<file path="config.mk">
export PLATFORM = sky130hd
export DESIGN_NAME = dtw_core_ctrl
export DESIGN_NICKNAME = d
export VERILOG_FILES = /design/src/rtl/dtw_core_ctrl.sv
export SDC_FILE = /design/constraint.sdc
export NUM_CORES = 1
export LEC_CHECK = 0
export BUFFER_PORTS_ARGS = -buffer_cell sky130_fd_sc_hd__buf_2
export CORE_MARGIN = 8
export CORE_UTILIZATION = 50
export CTS_BUF_LIST = sky130_fd_sc_hd__clkbuf_16
export DETAILED_ROUTE_END_ITERATION = 10
export GPL_TIMING_DRIVEN = 0
export PLACE_DENSITY_LB_ADDON = 0.1
export SETUP_SLACK_MARGIN = 0.05
export SLEW_MARGIN = 20
export SYNTH_ARGS = -nofsm -noshare
export SYNTH_HDL_FRONTEND = slang
export SYNTH_SLANG_ARGS = --single-unit
</file>
<file path="constraint.sdc">
create_clock -name clk_i -period 7 [get_ports clk_i]
set_clock_uncertainty 0.1 [all_clocks]
set_input_delay 0.35 -clock clk_i [delete_from_list [all_inputs] [get_ports clk_i]]
set_output_delay 0.35 -clock clk_i [all_outputs]
set_load 0.005 [all_outputs]
</file>
<file path="src/rtl/dtw_core_ctrl.sv">
// Sequencer for one DTW core datapath: accepts a job, clears and primes the datapath, streams
// squiggle/reference samples in lockstep (stall on starvation, pad exhausted reference), returns result.
module dtw_core_ctrl #(
    parameter int unsigned Width     = 16,
    parameter int unsigned SqgSize   = 256,
    parameter int unsigned ClrCycles = 2
) (
    input  logic             clk_i,
    input  logic             rst_ni,
    input  logic             start_i,
    input  logic [31:0]      start_ref_len_i,
    input  logic             abort_i,
    output logic             busy_o,
    input  logic [Width-1:0] sqg_data_i,
    input  logic             sqg_valid_i,
    output logic             sqg_ready_o,
    input  logic [Width-1:0] ref_data_i,
    input  logic             ref_valid_i,
    output logic             ref_ready_o,
    output logic [Width-1:0] res_minval_o,
    output logic [31:0]      res_position_o,
    output logic             res_err_o,
    output logic             res_valid_o,
    input  logic             res_ready_i,
    output logic             dp_rst_o,
    output logic             dp_running_o,
    output logic [Width-1:0] dp_squiggle_o,
    output logic [Width-1:0] dp_rword_o,
    output logic [31:0]      dp_ref_len_o,
    input  logic [Width-1:0] dp_minval_i,
    input  logic [31:0]      dp_position_i,
    input  logic             dp_done_i,
    output logic [31:0]      stall_count_o
);

    localparam int unsigned ScW = $clog2(SqgSize + 1);
    localparam int unsigned CcW = (ClrCycles > 1) ? $clog2(ClrCycles) : 1;
    localparam logic [ScW-1:0] SqgLast = ScW'(SqgSize);
    localparam logic [CcW-1:0] ClrLast = CcW'(ClrCycles - 1);

    typedef enum logic [2:0] {
        StIdle,
        StClear,
        StPrime,
        StRun,
        StFinal,
        StCapture,
        StResult
    } state_e;

    state_e             state_q, state_d;
    logic [CcW-1:0]     clr_cnt_q, clr_cnt_d;
    logic               clr_to_idle_q, clr_to_idle_d;
    logic [ScW-1:0]     sc_q, sc_d;
    logic [31:0]        rc_q, rc_d;
    logic [31:0]        ref_len_q, ref_len_d;
    logic [31:0]        stall_q, stall_d;
    logic [Width-1:0]   res_minval_q, res_minval_d;
    logic [31:0]        res_position_q, res_position_d;
    logic               res_err_q, res_err_d;

    logic sq_more, rf_more, sq_ok, rf_ok, step;

    // An exhausted stream can never starve the datapath.
    assign sq_more = (sc_q < SqgLast);
    assign rf_more = (rc_q < ref_len_q);
    assign sq_ok   = ~sq_more | sqg_valid_i;
    assign rf_ok   = ~rf_more | ref_valid_i;
    assign step    = sq_ok & rf_ok;

    always_comb begin
        state_d        = state_q;
        clr_cnt_d      = clr_cnt_q;
        clr_to_idle_d  = clr_to_idle_q;
        sc_d           = sc_q;
        rc_d           = rc_q;
        ref_len_d      = ref_len_q;
        stall_d        = stall_q;
        res_minval_d   = res_minval_q;
        res_position_d = res_position_q;
        res_err_d      = res_err_q;
        sqg_ready_o    = 1'b0;
        ref_ready_o    = 1'b0;
        dp_running_o   = 1'b0;
        dp_squiggle_o  = '0;
        dp_rword_o     = '0;

        unique case (state_q)
            StIdle: begin
                if (start_i && !abort_i) begin
                    if (start_ref_len_i != 32'd0) begin
                        ref_len_d     = start_ref_len_i;
                        sc_d          = '0;
                        rc_d          = '0;
                        stall_d       = '0;
                        clr_cnt_d     = '0;
                        clr_to_idle_d = 1'b0;
                        res_err_d     = 1'b0;
                        state_d       = StClear;
                    end else begin
                        res_err_d      = 1'b1;
                        res_minval_d   = '1;
                        res_position_d = '0;
                        state_d        = StResult;
                    end
                end
            end
            StClear: begin
                if (clr_cnt_q == ClrLast) begin
                    clr_cnt_d = '0;
                    state_d   = clr_to_idle_q ? StIdle : StPrime;
                end else begin
                    clr_cnt_d = clr_cnt_q + CcW'(1);
                end
            end
            StPrime: begin
                dp_running_o = 1'b1;
                state_d      = StRun;
            end
            StRun: begin
                dp_squiggle_o = sq_more ? sqg_data_i : '0;
                dp_rword_o    = rf_more ? ref_data_i : '1;
                if (dp_done_i) begin
                    dp_running_o = 1'b1;
                    state_d      = StFinal;
                end else begin
                    dp_running_o = step;
                    sqg_ready_o  = step & sq_more;
                    ref_ready_o  = step & rf_more;
                    if (sqg_ready_o) sc_d = sc_q + ScW'(1);
                    if (ref_ready_o) rc_d = rc_q + 32'd1;
                    if (!step && (stall_q != '1)) stall_d = stall_q + 32'd1;
                end
            end
            StFinal: begin
                state_d = StCapture;
            end
            StCapture: begin
                res_minval_d   = dp_minval_i;
                res_position_d = dp_position_i;
                res_err_d      = 1'b0;
                state_d        = StResult;
            end
            StResult: begin
                if (res_ready_i) state_d = StIdle;
            end
            default: begin
                state_d = StIdle;
            end
        endcase

        // Abort from any active state runs a fresh clear phase that returns to idle.
        if (abort_i && (state_q != StIdle)) begin
            state_d       = StClear;
            clr_cnt_d     = '0;
            clr_to_idle_d = 1'b1;
        end
    end

    always_ff @(posedge clk_i or negedge rst_ni) begin
        if (!rst_ni) begin
            state_q        <= StIdle;
            clr_cnt_q      <= '0;
            clr_to_idle_q  <= 1'b0;
            sc_q           <= '0;
            rc_q           <= '0;
            ref_len_q      <= '0;
            stall_q        <= '0;
            res_minval_q   <= '1;
            res_position_q <= '0;
            res_err_q      <= 1'b0;
        end else begin
            state_q        <= state_d;
            clr_cnt_q      <= clr_cnt_d;
            clr_to_idle_q  <= clr_to_idle_d;
            sc_q           <= sc_d;
            rc_q           <= rc_d;
            ref_len_q      <= ref_len_d;
            stall_q        <= stall_d;
            res_minval_q   <= res_minval_d;
            res_position_q <= res_position_d;
            res_err_q      <= res_err_d;
        end
    end

    // Datapath reset also follows the async reset so it is held while rst_ni is low.
    assign dp_rst_o       = ~rst_ni | (state_q == StClear);
    assign busy_o         = (state_q != StIdle);
    assign res_valid_o    = (state_q == StResult);
    assign res_minval_o   = res_minval_q;
    assign res_position_o = res_position_q;
    assign res_err_o      = res_err_q;
    assign dp_ref_len_o   = ref_len_q;
    assign stall_count_o  = stall_q;

endmodule

</file>
Word level (Yosys, flattened, before mapping)
Cells that the tools add are included.
- equality and inequality tests: 19
- bitwise operators: 9
- divide/modulo/power cells: 0
- multiply operators: 0
- shift-type cells: 0
- multiplexer cells: 47
- add/sub/neg operators: 4
- $lt $le $gt $ge: 2
- reduce and logical (&&, ||, !) cells: 23
- operators with widths (kind ; count):
    32-bit two-way mux ; 8
    32-bit case mux with 2 select lines ; 3
    16-bit two-way mux ; 6
    32-bit by 1-bit adder with 32-bit output, second input constant ; 2
    9-bit two-way mux ; 4
    32-bit less-than comparator ; 1
    32-bit inequality test, second input constant ; 1
    16-bit case mux with 2 select lines ; 1
    32-bit nonzero test ; 1
    3-bit case mux with 7 select lines ; 1
    3-bit two-way mux ; 6
    9-bit case mux with 2 select lines ; 1
    5-bit AND reduction ; 3
    2-bit inequality test, second input constant ; 7
    1-bit two-way mux ; 13
    3-bit inequality test, second input constant ; 4
    3-bit AND reduction ; 4
    2-bit nonzero test ; 5
    9-bit by 1-bit adder with 9-bit output, second input constant ; 1
    3-bit equality test, second input constant ; 3
    9-bit less-than comparator, second input constant ; 1
    3-bit by 2-bit equality test with 1-bit output, second input constant ; 2
    1-bit case mux with 2 select lines ; 3
    3-bit nonzero test ; 2
    12 further kinds ; 21
- output and inout port bits: 151
- flip-flop bits (word level): 159
- bits in latches: 0
- bits in read-only memories: 0
- memories kept: 0
- logic and storage cells: 114
- memory bits (writable): 0
- bits of input ports: 120

Longest topological paths before layout
Gate-level depths: netlist of run 1.
- depth after elaboration: 9
- depth in mapped cells: 11
- gate-level depth less buffers: 11

Worst setup path before layout of run 1
No wires, ideal clock.
- path type: flip-flop to output port
- from: register rc_q[14]
- to: output dp_running_o
- cell stages (with the launch flop): 10
- setup slack: 4145 ps
- path buffers: 2
- arrival: 2405 ps
- required time: 6550 ps
- cell sequence: dfrtp_1 > ha_1 > nand4_1 > or3_1 > o41ai_2 > o41ai_4 > a31oi_4 > buf_6 > buf_6 > o311a_1
- word-level cells in the longest chain between the ends: 6
- ends and longest elaborated chain (item ; RTL line ; source):
    start, declared ; 55 ; logic [31:0] rc_q, rc_d;
    start signal, assigned ; 177 ; rc_q <= rc_d;
    32-bit less-than comparator ; 66 ; assign rf_more = (rc_q < ref_len_q);
    1-bit NOT ; 68 ; assign rf_ok = ~rf_more | ref_valid_i;
    1-bit bitwise OR ; 68 ;
    1-bit AND ; 69 ; assign step = sq_ok & rf_ok;
    1-bit two-way mux ; 123 ; if (dp_done_i) begin
    1-bit case mux with 2 select lines ; 88 ; unique case (state_q)
    end, declared ; 26 ; output logic dp_running_o,
No other way between the ends.

Final worst setup path of run 1
- from: register rc_q[15]
- to: output dp_running_o
The elaborated chain is that of the path after synthesis.

==> results of run 1 <==
## final timing paths
path                       slack [ns]                 end  cells past startpoint               from
setup / recovery                 3.17        dp_running_o                     10           rc_q[15]
setup reg to reg                 3.71   stall_count_o[12]                     10   stall_count_o[0]
min in group asynchronous        0.28    dp_ref_len_o[10]                      2             rst_ni
hold / removal                   0.03  res_position_o[22]                      2  dp_position_i[22]
max in group asynchronous        5.52     res_minval_o[4]                      4             rst_ni
hold reg to reg                  0.39            rc_q[31]                      1           rc_q[31]
## stage by stage
stage / total power [uW] / std cells / utilization [%] / setup WS (ns) / cell area [um^2]
final: 3081 / 1429 / 64.49 / 3.165 / 11080
after global routing: 3263 / 1429 / 64.49 / 2.967 / 11080
after CTS: 3110 / 1429 / 64.49 / 3.149 / 11080
after detailed placement: 2107 / 1396 / 60.80 / 3.616 / 10440
after global placement: 2084 / 1394 / 60.42 / 2.804 / 10380
after floorplan: 1706 / 899 / - / 4.145 / 8746
## sequential cells by signal (all words and copies together), names as in the netlist
name	flops
dp_ref_len_o	32
rc_q	32
res_position_o	32
stall_count_o	32
res_minval_o	16
sc_q	9
state_q	3
clr_cnt_q	1
clr_to_idle_q	1
res_err_o	1
## power groups by stage
| stage | Clock (uW) | Sequential, uW | Combinational, uW |
|---|---|---|---|
| 2_1_floorplan | 0 | 1270 | 438 |
| 3_3_place_gp | 0 | 1270 | 813 |
| 3_5_place_dp | 0 | 1270 | 839 |
| 4_1_cts | 1010 | 1260 | 845 |
| 5_1_grt | 1040 | 1290 | 934 |
| 6_report | 992 | 1260 | 831 |
## kinds of logic (layout without fill, tap and decap cells)
logic type	count (synthesis)	in the layout
adder cells (fa/ha/maj)	34	34
flip-flops	159	159
multiplexers	61	61
buffers and inverters	95	400
AND/OR/NAND/NOR	364	364
AO/OA/AOI/OAI	186	186
## cell type report
cell class / count / area, um^2
clock inverter: 15 / 197.7
tap: 225 / 281.5
clock buffer: 17 / 425.4
buffer: 49 / 209.0
sequential: 159 / 3999
multi-input combinational: 645 / 4365
timing repair buffer: 273 / 1426
inverter: 46 / 172.7
fill: 1474 / 6100
## cell usage in the layout, fill, tap and decap left out, drive strengths merged, types with 32 or more instances in the layout
master and count:
a22o 33, nand3 40, inv 54, nand2 99
mux2 32, dfrtp 143, clkbuf 54, nor2 69
ha 34, buf 284
## what timing repair did
item	CTS	global route
setup buffers	0	0
hold buffers	1	0
hold endpoints to repair	33	0
## cell usage after synthesis, types with 3 or more instances
| cell type | number | share of area [%] |
|---|---|---|
| a211o_1 | 3 | 0.30 |
| a21o_1 | 3 | 0.26 |
| a21oi_1 | 28 | 1.6 |
| a22o_1 | 33 | 3.3 |
| a31oi_1 | 8 | 0.57 |
| a32oi_1 | 8 | 0.80 |
| and2_1 | 22 | 1.6 |
| and3_1 | 18 | 1.3 |
| and4_1 | 7 | 0.70 |
| buf_2 | 8 | 0.46 |
| clkbuf_1 | 37 | 1.6 |
| dfrtp_1 | 143 | 41 |
| dfstp_2 | 16 | 4.8 |
| ha_1 | 34 | 4.9 |
| inv_1 | 46 | 2.0 |
| mux2_2 | 32 | 4.1 |
| mux2i_1 | 29 | 3.3 |
| nand2_1 | 98 | 4.2 |
| nand2b_1 | 6 | 0.43 |
| nand3_1 | 39 | 2.2 |
| nand4_1 | 29 | 2.1 |
| nor2_1 | 69 | 3.0 |
| nor3_1 | 21 | 1.2 |
| nor4_1 | 25 | 1.8 |
| o211ai_1 | 8 | 0.69 |
| o21a_1 | 7 | 0.60 |
| o21ai_0 | 21 | 1.2 |
| o21ai_1 | 3 | 0.17 |
| o22a_1 | 16 | 1.6 |
| o311ai_0 | 10 | 1.0 |
| o31ai_1 | 9 | 0.77 |
| o41ai_1 | 4 | 0.40 |
| or3_1 | 7 | 0.50 |
| or4_1 | 7 | 0.60 |
## routing by layer
metal,track usage [%],vias up,share of wire (%)
li1,-,3918,-
met1,31.81,3806,44
met2,39.70,352,46
met3,7.232,28,8.7
met4,6.731,2,1.3
met5,0,-,0.030
==> metrics, run 1 <==
Flop pwr share 40.9%; Layout area overhead 26.65%; Mapped Area 0.008746 mm^2; CTS tree yes; post-synthesis simple-gate area fraction 21.16%; H-tree depth 4; final period utilization 54.78%; post-synthesis xor/xnor area fraction 0%; Static Leak 0.005522 uW; critical-path cell list ha_1 > nand4_1 > or3_1 > o41ai_2 > o41ai_4 > a31oi_4 > buf_6 > buf_6 > o311a_1 > buf_2; Psw 986.4 uW; CORE AREA 0.01718 mm^2; antenna fix cells 0; clock latency at the later pin of the worst-skew pair 0.43 ns; Ports 271; Starting Density 50.92%; Buf+Inv Stages, Crit Path 3; HP Class in2reg; worst-margin pin slew 0.7807 ns; GPL Wtd Cong 0.8901; main combinational cell family by area after synthesis simple AND/OR/NAND/NOR gates; Synth Instances 899; Worst VDD drop 0.2387 mV; Final Routed Wirelength 26760 um; Rel. slew slack 47.95%; TNS Setup 0 ns; die height 148.3 um; Post-synth EDFFs 0; die width 148.3 um; prevailing post-synth register cell dfrtp_1; CTS Root Cell clkbuf_16; max-cap violations 0; CP Capture Type output port; P_int 2095 uW; synthesized area per cell 9.728 um^2; Clock transition at path regs 0.07 ns; Net Sw Frac 32.01%; Ys Warns 0; most frequent CP cell buf_6; fin crit period 3.835 ns; post-cts gate resize count 0; Synth Area in Adders 4.864%; WHS 0.03459 ns; vias in the first global route 8299; Detailed Place HPWL 19970 um; mux cell area share after synthesis 7.439%; largest net degree at the start of global routing 70; Clock Sinks 159; fmax 0.2608 GHz; Clock Tree Buf Depth 2; layout cell share with drive strength beyond 1 31.48%; Synth async-reset ratio 100.0%; global-route usage over all layers 24.68%; crit path DAT 3.38 ns; Routed Antenna Nets 0; GR Overflow Total 0; critical path class reg2out; CTS Buf Count 17; clock network power share 32.2%; Synth Register Bits 159; worst-path maximum fanout 10; 1st-pass router iterations 5; Power Density 278.2 mW/mm^2; crit-path leading delay family compound AO/OA/AOI/OAI gates; Synth cell types 67; WP data required 6.55 ns; Startpoint Class flip-flop; post-synthesis net count 1053; Slowest cell on crit path o41ai_2; DRT iter0 DRCs 537; row cnt 48; first-pass GRT wire length 43880 um; RSZ-0062 raised after global routing no; nets@finish 1345; Die ar. 0.02198 mm^2; number of port buffers 270; Fin. Hold Viols 0; drt drc 0; initial antenna violation count 1; Comb power frac 27.0%; Final setup violation count 0; Crit path largest cell delay 0.51 ns; fin. max-slew vios 0; post-synthesis compound-gate area fraction 16.45%; routed len/inst 18.73 um; via count 8106; via/cell ratio 5.672; Seq/Total Area, Yosys 45.72%; status finished, final reports clean
(Power assumes the default switching activity.)
==> run 2: changes to the inputs <==
--- a/config.mk
+++ b/config.mk
@@ -5,9 +5,10 @@
 export SDC_FILE = /design/constraint.sdc
 export NUM_CORES = 1
 export LEC_CHECK = 0
+export ABC_AREA = 1
 export BUFFER_PORTS_ARGS = -buffer_cell sky130_fd_sc_hd__buf_2
 export CORE_MARGIN = 8
-export CORE_UTILIZATION = 50
+export CORE_UTILIZATION = 48
 export CTS_BUF_LIST = sky130_fd_sc_hd__clkbuf_16
 export DETAILED_ROUTE_END_ITERATION = 10
 export GPL_TIMING_DRIVEN = 0
==> constraint.sdc (replaced) <==
create_clock -name clk_i -period 3.4 [get_ports clk_i]
set_clock_uncertainty 0.1 [all_clocks]
set_input_delay 0.17 -clock clk_i [delete_from_list [all_inputs] [get_ports clk_i]]
set_output_delay 0.17 -clock clk_i [all_outputs]
set_load 0.005 [all_outputs]
==> run 2 against run 1 <==
Effect of this change:
- die area rose by 8.7%
- utilization rose by 1.2 points
- sequential cell count did not move
- clock power rose by 93%
- count of clock-buffer cells in the layout did not move
- critical path depth fell by 3
- non-clock buffer count rose by 81
- first-iteration DRC count rose by 25%
- hold slack improved by 0.14 ns
- setup slack got worse by 3.0 ns
- register-to-register slack got worse by 3.2 ns
==> metrics, run 2 <==
Final Routed Wirelength 32020 um (was 26760 um); Synth top area share 38.81% (was 40.92%); first-pass GRT wire length 51290 um (was 43880 um); critical path startpoint state_q[0] (was rc_q[15]); worst-margin pin slew 0.7731 ns (was 0.7807 ns); Synth cell types 40 (was 67); Clock Sinks 159 (unchanged); RSZ-0062 raised after global routing no (unchanged); Startpoint Class flip-flop (unchanged); HP Class in2async (was in2reg); RR Endpoint rc_q[6] (was stall_count_o[12]); layout cell share with drive strength beyond 1 22.38% (was 31.48%); Synth top cells by count nand2_1, dfrtp_1, nor2_1 (was dfrtp_1, nand2_1, nor2_1); WP data required 3.13 ns (was 6.55 ns); die width 154.6 um (was 148.3 um); Mapped Area 0.009221 mm^2 (was 0.008746 mm^2); RR Startpoint rc_q[21] (was stall_count_o[0]); drt drc 0 (unchanged); nets@finish 1732 (was 1345); fin area 0.01234 mm^2 (was 0.01108 mm^2); fin crit period 3.217 ns; routed len/inst 17.51 um (was 18.73 um); met3 Use GR 6.269% (was 7.232%); Placed Area 0.01090 mm^2 (was 0.01044 mm^2); Seq/Total Area, Yosys 43.36% (was 45.72%); CTS Buf Count 17 (unchanged); 1st-pass router iterations 7 (was 5); GR Overflow Total 0 (unchanged); final period utilization 94.61%; GR peak layer met2 (unchanged); critical path class reg2out (unchanged); largest net degree at the start of global routing 91 (was 70); most frequent cells in the layout nand2_1, buf_2, dfrtp_1 (was buf_2, dfrtp_1, nand2_1); vias in the first global route 9632 (was 8299); Ports 271 (unchanged); number of port buffers 270 (unchanged); initial antenna violation count 5 (was 1); Final setup violation count 0 (unchanged); post-synthesis net count 1358 (was 1053); Yosys top cell by area dfrtp_1 (unchanged); DRT iter0 DRCs 671 (was 537); CORE AREA 0.01877 mm^2 (was 0.01718 mm^2); most common cell in the netlist nand2_1 (was dfrtp_1); Post-CTS Setup Bufs 0 (unchanged); via count 9754 (was 8106); CTS tree yes (unchanged); max-cap violations 0 (unchanged); Synth Register Bits 159 (unchanged); Ys Warns 0 (unchanged); crit path to dp_squiggle_o[7] (was dp_running_o); Layout area overhead 33.77% (was 26.65%); met2 usage 42.59% (was 39.70%); FF-to-FF path depth 12 (was 10); Static Leak 0.006317 uW (was 0.005522 uW); GPL Wtd Cong 0.9637 (was 0.8901); grt met1 use 34.93% (was 31.81%); crit path DAT 2.95 ns (was 3.38 ns); Rel. slew slack 48.46% (was 47.95%); Clock transition at path regs 0.07 ns (about the same); Power Density 625.3 mW/mm^2 (was 278.2 mW/mm^2); global-route usage over all layers 26.75% (was 24.68%); Synth area leaders dfrtp_1, nand2_1, nor2_1, nand3_1, ha_1 (was dfrtp_1, ha_1, dfstp_2, nand2_1, mux2_2); clock latency at the later pin of the worst-skew pair 0.44 ns (was 0.43 ns); CP Capture Type output port (unchanged); via/cell ratio 5.333 (was 5.672); die height 154.6 um (was 148.3 um); CTS Root Cell clkbuf_16 (unchanged); Synth async-reset ratio 100.0% (unchanged); Post-synth EDFFs 0 (unchanged); status finished, final reports clean (unchanged); R2R setup slack 0.48 ns (was 3.71 ns); Fin. Hold Viols 0 (unchanged); Synth Instances 1204 (was 899); row cnt 50 (was 48); Clock Tree Buf Depth 2 (unchanged); prevailing post-synth register cell dfrtp_1 (unchanged); Routed Antenna Nets 0 (unchanged); Starting Density 49.13% (was 50.92%); Detailed Place HPWL 23430 um (was 19970 um); most common cell after layout, fill and taps aside nand2_1 (was buf_2); Worst VDD drop 0.4134 mV (was 0.2387 mV); synthesized area per cell 7.659 um^2 (was 9.728 um^2); fin. max-slew vios 0 (unchanged); Die ar. 0.02390 mm^2 (was 0.02198 mm^2); Pwr Total 7713 uW (was 3081 uW); H-tree depth 4 (unchanged); worst-path maximum fanout 10 (unchanged); fmax 0.3109 GHz
run 2: changes by cell type in the layout (fill, tap and decap cells not counted), moves of 17 or more:
cell	before	now
o21ai_0	21	62
and3_1	18	1
dlygate4sd3_1	1	84
inv_1	46	112
mux2_2	32	1
and2_1	22	1
nor2_1	69	132
nand3_1	39	93
nor3_1	21	42
nand2_1	98	323
mux2i_1	29	0
xor2_1	0	24
run 2: area by class of cell:
class                      count  area, um^2
antenna                        4       10.01
multi-input combinational    883        4571
sequential                   159        3999
buffer                        48       230.2
inverter                     114       427.9
clock inverter                15       150.1
timing repair buffer         355        2230
tap                          234       292.8
clock buffer                  17       425.4
fill                        1623        6432
run 2: worst max-delay path, cell delays in order, from the launching register on:
cell and delay [ns]:
dfrtp_1 0.44, inv_2 0.10, nor3_4 0.48, inv_1 0.16, clkbuf_1 0.39, buf_1 0.30, nor2_1 0.42, buf_2 0.23
run 2: power breakdown:
group | internal, uW | total, uW | switching [uW]
Clock | 1030 | 1910 | 872
Sequential | 2480 | 2780 | 302
Combinational | 1180 | 3020 | 1840
run 2: logic make-up (layout without fill, tap and decap cells):
group                      count (synthesis)  in the layout  synth area share [%]
and+or+nand+nor                          654            654                 30.52
adders and majority gates                 34             34                 4.613
xor gates and xnor gates                  38             38                 3.609
DFF                                      159            159                 43.36
other                                      0              4                     0
muxes                                      1              1                0.1221
AOI/OAI and AO/OA                        156            156                 10.65
buffers and inverters                    162            549                 7.123
run 2: worst min-delay path by stage:
stage | startpoint | endpoint | slack, ns
after global placement | start_ref_len_i[3] | dp_ref_len_o[3] | 0.30
final | rst_ni | dp_ref_len_o[10] | 0.17
after floorplan | rst_ni | clr_cnt_q | -0.23
after detailed placement | rst_ni | dp_ref_len_o[10] | 0.07
after CTS | rst_ni | dp_ref_len_o[10] | 0.20
after global routing | rst_ni | dp_ref_len_o[10] | 0.22
run 2: repair_timing:
item | 4_1_cts | 5_1_grt
hold endpoints to repair | 153 | 0
gates resized for setup | 0 | 5
hold buffers | 84 | 0
endpoints found under the setup margin | 0 | 10
run 2: layer usage:
metal  vias up  routed length (um)
li1       4750                   -
met1      4532               14430
met2       414               14340
met3        58                2343
met4         0                 906
met5         -                   0
run 2: stage by stage:
step / hold slack [ns] / instances / setup slack, ns / utilization [%] / setup TNS (ns)
finish: 0.1726 / 1829 / 0.1832 / 65.73 / 0
global route: 0.2244 / 1828 / 0.04624 / 65.71 / 0
CTS: 0.2041 / 1825 / 0.1107 / 65.64 / 0
detailed placement: 0.07257 / 1709 / 0.5825 / 58.09 / 0
global placement: 0.2954 / 1708 / -0.3659 / 57.89 / -50.56
floorplan: -0.2256 / 1204 / 1.279 / - / 0
